===== config.mk =====
export PLATFORM = sky130hd
export DESIGN_NAME = attitude_integrator
export DESIGN_NICKNAME = d
export VERILOG_FILES = /design/src/rtl/attitude_pkg.sv /design/src/rtl/tick_prescaler.sv /design/src/rtl/attitude_integrator.sv
export SDC_FILE = /design/constraint.sdc
export NUM_CORES = 1
export LEC_CHECK = 0
export BUFFER_PORTS_ARGS = -buffer_cell sky130_fd_sc_hd__buf_2
export CORE_ASPECT_RATIO = 1.2
export CORE_UTILIZATION = 49
export CTS_BUF_LIST = sky130_fd_sc_hd__clkbuf_4
export DETAILED_ROUTE_END_ITERATION = 12
export PLACE_DENSITY = 0.7
export SYNTH_ARGS = -nofsm -noshare
export SYNTH_HDL_FRONTEND = slang
export SYNTH_SLANG_ARGS = --single-unit

===== constraint.sdc =====
create_clock -name clk -period 6 [get_ports clk]
set_clock_uncertainty 0.2 [all_clocks]
set_input_delay 0 -clock clk [delete_from_list [all_inputs] [get_ports clk]]
set_output_delay 0 -clock clk [all_outputs]
set_load 0.02 [all_outputs]

===== src/rtl/attitude_pkg.sv =====
// Shared widths, signed range helpers and sweep FSM encoding
// for the multi-axis attitude integrator.
package attitude_pkg;

  localparam int DEF_N_AXES   = 3;
  localparam int DEF_RATE_W   = 8;
  localparam int DEF_ANGLE_W  = 16;
  localparam int DEF_TICK_DIV = 1000000;
  localparam int DEF_SATURATE = 1;
  localparam int DEF_LED_W    = 8;

  localparam logic [1:0] S_IDLE = 2'd0;
  localparam logic [1:0] S_ACC  = 2'd1;
  localparam logic [1:0] S_DONE = 2'd2;

  function automatic logic signed [63:0] smax(input int w);
    return (64'sd1 <<< (w - 1)) - 64'sd1;
  endfunction

  function automatic logic signed [63:0] smin(input int w);
    return -(64'sd1 <<< (w - 1));
  endfunction

endpackage


===== src/rtl/tick_prescaler.sv =====
// Free-running divider: one-cycle tick every DIV clocks,
// first tick DIV cycles after reset release.
module tick_prescaler #(
  parameter int DIV = 1000000
) (
  input  logic clk,
  input  logic reset_p,
  output logic tick
);

  localparam int CW = (DIV > 1) ? $clog2(DIV) : 1;
  localparam logic [CW-1:0] LAST = CW'(DIV - 1);

  logic [CW-1:0] count;

  assign tick = (count == LAST);

  always_ff @(posedge clk or posedge reset_p) begin
    if (reset_p)
      count <= '0;
    else if (tick)
      count <= '0;
    else
      count <= count + 1'b1;
  end

endmodule


===== src/rtl/attitude_integrator.sv =====
// Multi-axis rate-to-angle integrator: one shared adder walks
// the axes once per tick, wrapping or saturating each angle.
module attitude_integrator
  import attitude_pkg::*;
#(
  parameter int N_AXES   = DEF_N_AXES,
  parameter int RATE_W   = DEF_RATE_W,
  parameter int ANGLE_W  = DEF_ANGLE_W,
  parameter int TICK_DIV = DEF_TICK_DIV,
  parameter int SATURATE = DEF_SATURATE,
  parameter int LED_W    = DEF_LED_W
) (
  input  logic                        clk,
  input  logic                        reset_p,
  input  logic [N_AXES*RATE_W-1:0]    rate_in,
  input  logic                        rate_valid,
  input  logic [N_AXES-1:0]           zero_req,
  input  logic [2:0]                  led_sel,
  output logic [N_AXES*ANGLE_W-1:0]   angle_out,
  output logic                        angle_valid,
  output logic [N_AXES-1:0]           ovf,
  output logic                        busy,
  output logic [LED_W-1:0]            led
);

  localparam int KW = (N_AXES > 1) ? $clog2(N_AXES) : 1;
  localparam logic [KW-1:0] KLAST = KW'(N_AXES - 1);
  localparam logic signed [ANGLE_W-1:0] AMAX = ANGLE_W'(smax(ANGLE_W));
  localparam logic signed [ANGLE_W-1:0] AMIN = ANGLE_W'(smin(ANGLE_W));

  logic tick;

  tick_prescaler #(.DIV(TICK_DIV)) u_tick (
    .clk     (clk),
    .reset_p (reset_p),
    .tick    (tick)
  );

  logic signed [RATE_W-1:0]  rate_q [N_AXES];
  logic signed [RATE_W-1:0]  snap   [N_AXES];
  logic signed [ANGLE_W-1:0] angle  [N_AXES];
  logic [1:0]                state;
  logic [KW-1:0]             k;

  logic signed [ANGLE_W:0]   sum;
  logic signed [ANGLE_W-1:0] next_angle;
  logic                      over;
  logic signed [ANGLE_W-1:0] sel_angle;

  always_ff @(posedge clk or posedge reset_p) begin
    if (reset_p) begin
      for (int i = 0; i < N_AXES; i++) rate_q[i] <= '0;
    end else if (rate_valid) begin
      for (int i = 0; i < N_AXES; i++)
        rate_q[i] <= rate_in[i*RATE_W +: RATE_W];
    end
  end

  // Add one bit of headroom; differing top bits mean overflow.
  always_comb begin
    sum  = (ANGLE_W+1)'(angle[k]) + (ANGLE_W+1)'(snap[k]);
    over = sum[ANGLE_W] ^ sum[ANGLE_W-1];
    next_angle = sum[ANGLE_W-1:0];
    if (over && (SATURATE != 0))
      next_angle = sum[ANGLE_W] ? AMIN : AMAX;
  end

  always_ff @(posedge clk or posedge reset_p) begin
    if (reset_p) begin
      state       <= S_IDLE;
      k           <= '0;
      busy        <= 1'b0;
      angle_valid <= 1'b0;
      for (int i = 0; i < N_AXES; i++) snap[i] <= '0;
    end else begin
      angle_valid <= 1'b0;
      unique case (state)
        S_IDLE: begin
          if (tick) begin
            for (int i = 0; i < N_AXES; i++) snap[i] <= rate_q[i];
            k     <= '0;
            busy  <= 1'b1;
            state <= S_ACC;
          end
        end
        S_ACC: begin
          if (k == KLAST) begin
            k           <= '0;
            busy        <= 1'b0;
            angle_valid <= 1'b1;
            state       <= S_DONE;
          end else begin
            k <= k + 1'b1;
          end
        end
        S_DONE:  state <= S_IDLE;
        default: state <= S_IDLE;
      endcase
    end
  end

  // A clear request outranks the sweep write to the same axis.
  always_ff @(posedge clk or posedge reset_p) begin
    if (reset_p) begin
      for (int i = 0; i < N_AXES; i++) angle[i] <= '0;
      ovf <= '0;
    end else begin
      for (int i = 0; i < N_AXES; i++) begin
        if (zero_req[i]) begin
          angle[i] <= '0;
          ovf[i]   <= 1'b0;
        end else if (state == S_ACC && k == KW'(i)) begin
          angle[i] <= next_angle;
          if (over) ovf[i] <= 1'b1;
        end
      end
    end
  end

  always_comb begin
    sel_angle = '0;
    for (int i = 0; i < N_AXES; i++)
      if (led_sel == 3'(i)) sel_angle = angle[i];
  end

  always_ff @(posedge clk or posedge reset_p) begin
    if (reset_p)
      led <= '0;
    else
      led <= sel_angle[ANGLE_W-1 -: LED_W];
  end

  always_comb begin
    angle_out = '0;
    for (int i = 0; i < N_AXES; i++)
      angle_out[i*ANGLE_W +: ANGLE_W] = angle[i];
  end

endmodule

## Yosys cells after proc, flatten, opt, wreduce, memory -nomap -nowiden

Index checks and enable logic that the tools add are counted.
Widths: inputs -> output; s select.

- Memory bits (read-only): 0
- Bits in writable memories: 0
- Bits in latches: 0
- Flip-flop bits (word level): 133
- Memories: 0
- Bits of input ports: 33
- Output and inout port bits: 61

- Reduce and logical (&&, ||, !) cells: 20
- Magnitude comparators: 1
- Eq/ne operators: 8
- Multiplexer cells: 36
- Shift-type cells: 0
- Bitwise operators: 2
- Div/mod/pow operators: 0
- Add/sub/neg operators: 3
- Multiply operators: 0

Operators by type and width:

| operator | count |
|---|---|
| $mux 16 | 13 |
| $bmux 16 s2 | 1 |
| $add 20x1->20 const B | 1 |
| $eq 20x20->1 const B | 1 |
| $mux 20 | 1 |
| $add 16x8->17 | 1 |
| $bmux 8 s2 | 1 |
| $mux 8 | 2 |
| $reduce_bool 2->1 | 7 |
| $reduce_and 2->1 | 6 |
| $mux 1 | 11 |
| $mux 2 | 4 |
| $pmux 2 s2 | 2 |
| $eq 2x1->1 const B | 2 |
| $logic_not 2->1 | 2 |
| $ne 2x2->1 const B | 2 |
| $eq 3x1->1 const B | 1 |
| $eq 3x2->1 const B | 1 |
| $ge 3x3->1 const B | 1 |
| $logic_and 1x1->1 | 3 |
| $logic_not 3->1 | 1 |
| $not 2->3 | 1 |
| $reduce_and 3->1 | 1 |
| $add 2x1->2 const B | 1 |
| 3 further kinds | 3 |

## Longest topological paths before layout

- Word-level depth: 9
- Mapped depth: 16

## Cells and area by module

A second synthesis with hierarchy kept.

- Cells, all modules: 636
- Area total of the unflattened synthesis: 6912.9 µm²

By module, submodules not included:

| module | instances | cells each | seq. area each (µm²) | area an instance (µm²) |
|---|---|---|---|---|
| attitude_integrator | 1 | 540 | 2827.7 | 5940.7 |
| tick_prescaler | 1 | 96 | 500.5 | 972.2 |

## Worst setup path after synthesis

No wires, ideal clock.

- Path kind: register -> register
- Start: register k[0]
- End: register angle, in the netlist angle_out[18]
- Library setup time: 78 ps
- Data arrival time: 4072 ps
- Period minus slack after synthesis: 4350 ps
- Data required time: 5722 ps
- Path slack: 1650 ps
- Cell stages (with the launch flop): 14
- Cell sequence: dfrtp_1 > clkbuf_1 > buf_1 > mux2i_1 > o21ai_0 > ha_1 > a21o_1 > o21a_1 > a311o_1 > o21ai_4 > a21oi_2 > buf_6 > or3_1 > a21oi_1

- Word-level cells in the longest chain between the ends: 9

RTL lines:

| what | RTL line | source |
|---|---|---|
| start, declared | attitude_integrator.sv:43 | `logic [KW-1:0] k;` |
| start signal, assigned | attitude_integrator.sv:93 | `k <= k + 1'b1;` |
| $not 2->3 (not written as such) | attitude_integrator.sv:61 | `sum = (ANGLE_W+1)'(angle[k]) + (ANGLE_W+1)'(snap[k]);` |
| $bmux 16 s2 / $bmux 8 s2 (equally long branches) | attitude_integrator.sv:61 |  |
| $mux 16 (not written as such) / $mux 8 (equally long branches) (2 in series) | attitude_integrator.sv:61 |  |
| $add 16x8->17 | attitude_integrator.sv:61 |  |
| $mux 16 / $xor 1x1->1 (equally long branches) | attitude_integrator.sv:65, attitude_integrator.sv:62 |  |
| $mux 16 | attitude_integrator.sv:64 | `if (over && (SATURATE != 0))` |
| $mux 16 | attitude_integrator.sv:112 | `end else if (state == S_ACC && k == KW'(i)) begin` |
| $mux 16 | attitude_integrator.sv:109 | `if (zero_req[i]) begin` |
| end signal, assigned by index | attitude_integrator.sv:113 | `angle[i] <= next_angle;` |
| end, declared | attitude_integrator.sv:41 | `logic signed [ANGLE_W-1:0] angle [N_AXES];` |

Parallel ways exist; a longest one is shown, timed or not. The select of a mux whose other input is x is not followed.
A chain may end at the register's enable or synchronous reset.

## Final worst setup path

- Start: register k[0]
- End: register angle, in the netlist angle_out[14]

Same word-level chain as after synthesis.

==> impl_metrics.json <==
{
  "setup_viol": 0,
  "ant_nets": 0,
  "drive_gt1_frac": 0.227,
  "hold-path-cell-count": 3,
  "path_clk_slew_ns": 0.12,
  "cts_inserted_buffers": 17,
  "reg2reg_from": "k[0]",
  "crit_start": "k[0]",
  "finalHoldViolCount": 0,
  "ir_worst_vdd_uv": 180,
  "coreArea_mm2": 0.0138,
  "crit_slowest_cell": "a21oi_2",
  "start_kind": "flop",
  "dpl.hpwl_um": 12100,
  "max_stage_delay_ns": 0.66,
  "mostFrequentLayoutCell": "dfrtp_1",
  "required_ns": 6.18,
  "max-slew-margin-rel": 0.139,
  "cts_sinks": 133,
  "holdWs_ns": 0.0466,
  "synth-edff-count": 0,
  "rsz0062_at_grt": "no",
  "track_usage": 0.269,
  "fin_crit_sh": 0.749,
  "viasPerCell": 5.79,
  "end_kind": "flop",
  "synthMuxAreaShare": 0.125,
  "worst_slack_ns": 1.51,
  "synth_adder_area_share": 0.0402,
  "initial_core_util": 0.502,
  "first_iter_violations": 413,
  "yosys_warnings": 0,
  "maxCapViolCount": 0,
  "fp.dieArea_mm2": 0.0146,
  "power_density_mw_per_mm2": 198,
  "r2r_cells": 13,
  "avgSynthCellArea_um2": 10.1,
  "drcViolationCount": 0,
  "yosysSeqAreaShare": 0.482,
  "nets": 902,
  "hold_path_class": "input pin to flop",
  "io_pins": 94,
  "synth_top_family_by_area": "compound AO/OA/AOI/OAI gates",
  "min_from": "led_sel[2]",
  "path_buf_inv": 2,
  "holdPathEnd": "led[5]",
  "max_freq_mhz": 223,
  "worstMarginPinSlew_ns": 1.28,
  "wl_per_cell_um": 17.9,
  "synth_xor_xnor_area_share": 0.0330,
  "netlist_area_mm2": 0.00691,
  "clock_latency_ns": 0.55,
  "row_count": 47,
  "synth_compound_area_frac": 0.147,
  "drv_slew": 0,
  "syn_nets": 737,
  "path_delay_family": "compound AO/OA/AOI/OAI gates",
  "htreeDepth": 4,
  "status": "completed",
  "grt_max_degree": 77,
  "gp_routability_congestion": 0.900,
  "synth_cell_type_count": 59,
  "cts_tree": "done",
  "crit_arrival_ns": 4.67,
  "synthArstFlopShare": 1.00,
  "wirelength_um": 18500,
  "synth_seq_cells": 133,
  "r2r_setup_slack_ns": 1.51,
  "io_buffers": 93,
  "yosys.area_share.simple": 0.142,
  "worstPathMaxFanout": 23,
  "grt_pass1_vias": 6045,
  "yosys_most_used_dff": "dfrtp_1",
  "chipWidth_um": 110,
  "most-common-layout-cells": "dfrtp_1 (133), buf_2 (93), dlygate4sd3_1 (82), nand2_1 (70), nor2_1 (70)",
  "path_class": "flop to flop",
  "p_leak_uw": 0.00394,
  "die_h_um": 132,
  "grt_pass1_wl_um": 29800,
  "finalCriticalPeriod_ns": 4.49,
  "r2r-end": "angle_out[14]",
  "drt_pass1_iterations": 5,
  "antenna_found_initial": 1,
  "tns_ns": 0,
  "clockRootBuffer": "clkbuf_4",
  "path_cells": "buf_4, mux2i_1, o21ai_0, ha_1, fa_1, a211oi_1, o21a_1, a211o_1, a31oi_2, buf_4, a21oi_2, o21a_1, a211oi_1",
  "clock_path_buffers": 2,
  "via_count": 5998,
  "syn_inst": 686,
  "place_ws_ns": 1.59,
  "gr-total-overflow": 0,
  "syn_to_final_growth_pct": 25.3
}
-- area by class of cell --
class | count | area (µm²)
Inverter | 12 | 47.5
Clock inverter | 13 | 183
Timing Repair Buffer | 185 | 1370
Multi-Input combinational cell | 502 | 3370
Fill cell | 1138 | 5100
Clock buffer | 19 | 143
Antenna cell | 1 | 2.50
Tap cell | 171 | 214
Sequential cell | 133 | 3330
-- how the worst max path moves through the flow --
stage,cells past startpoint,end,slack (ns)
floorplan,13,angle_out[18],1.65
global placement,15,angle_out[30],1.68
detailed placement,13,angle_out[14],1.59
CTS,13,angle_out[14],1.56
global route,15,angle_out[14],1.20
finish,13,angle_out[14],1.51
-- Yosys cell counts, drive strengths merged (17+ instances only) --
master,instances,area share
a211oi,22,0.024
a21oi,49,0.036
clkbuf,27,0.015
dfrtp,133,0.48
ha,17,0.031
mux2,48,0.078
mux2i,32,0.046
nand2,70,0.038
nand3,20,0.016
nor2,70,0.038
o21ai,40,0.031
or3,20,0.018
-- per-stage QoR --
| step | instance area, µm² | total power, µW | cells | utilization |
|---|---|---|---|---|
| 6_report | 8660 | 1710 | 1036 | 0.629 |
| 5_1_grt | 8660 | 1770 | 1036 | 0.629 |
| 4_1_cts | 8640 | 1720 | 1034 | 0.628 |
| 3_5_place_dp | 7500 | 1000 | 920 | 0.545 |
| 3_3_place_gp | 7500 | 998 | 920 | 0.545 |
| 2_1_floorplan | 6910 | 977 | 686 | - |
-- repair_timing --
item | in CTS | in global routing
buffers inserted | 0 | 0
hold endpoints to repair | 140 | 0
hold buffers | 82 | 0
resized for setup | 0 | 0
-- logic make-up after synthesis --
group                    Yosys count
AND/OR/NAND/NOR                  214
AO/OA/AOI/OAI                    160
flip-flops                       133
multiplexers                      80
buffers and inverters             51
XOR/XNOR                          26
adder cells (fa/ha/maj)           22
-- metal layers --
metal  global-route usage  routed length [µm]  part of all wire
met2                0.451                9540              0.52
met1                0.321                7460              0.40
met4                0.130                 454             0.025
met5                    0                   0                 0
met3               0.0583                1050             0.057
-- flip-flops by register name, indices dropped and copies added (netlist names) --
register      flops
angle_out        48
angle_valid       1
busy              1
k                 2
led               8
ovf               3
rate_q           24
snap             24
state             2
u_tick.count     20
-- worst min-delay path, cell delays in order --
cell	delay, ns
dlygate4sd3_1	0.52
buf_2	0.19
nor2_1	0.07
-- report_power, final --
part	switching (µW)	leakage [µW]	internal, µW
sequential	10.2	0.00179	912
clock	337	0.000166	338
combinational	48.1	0.00198	67.4
No activity file was read; power rests on OpenSTA's default activity.
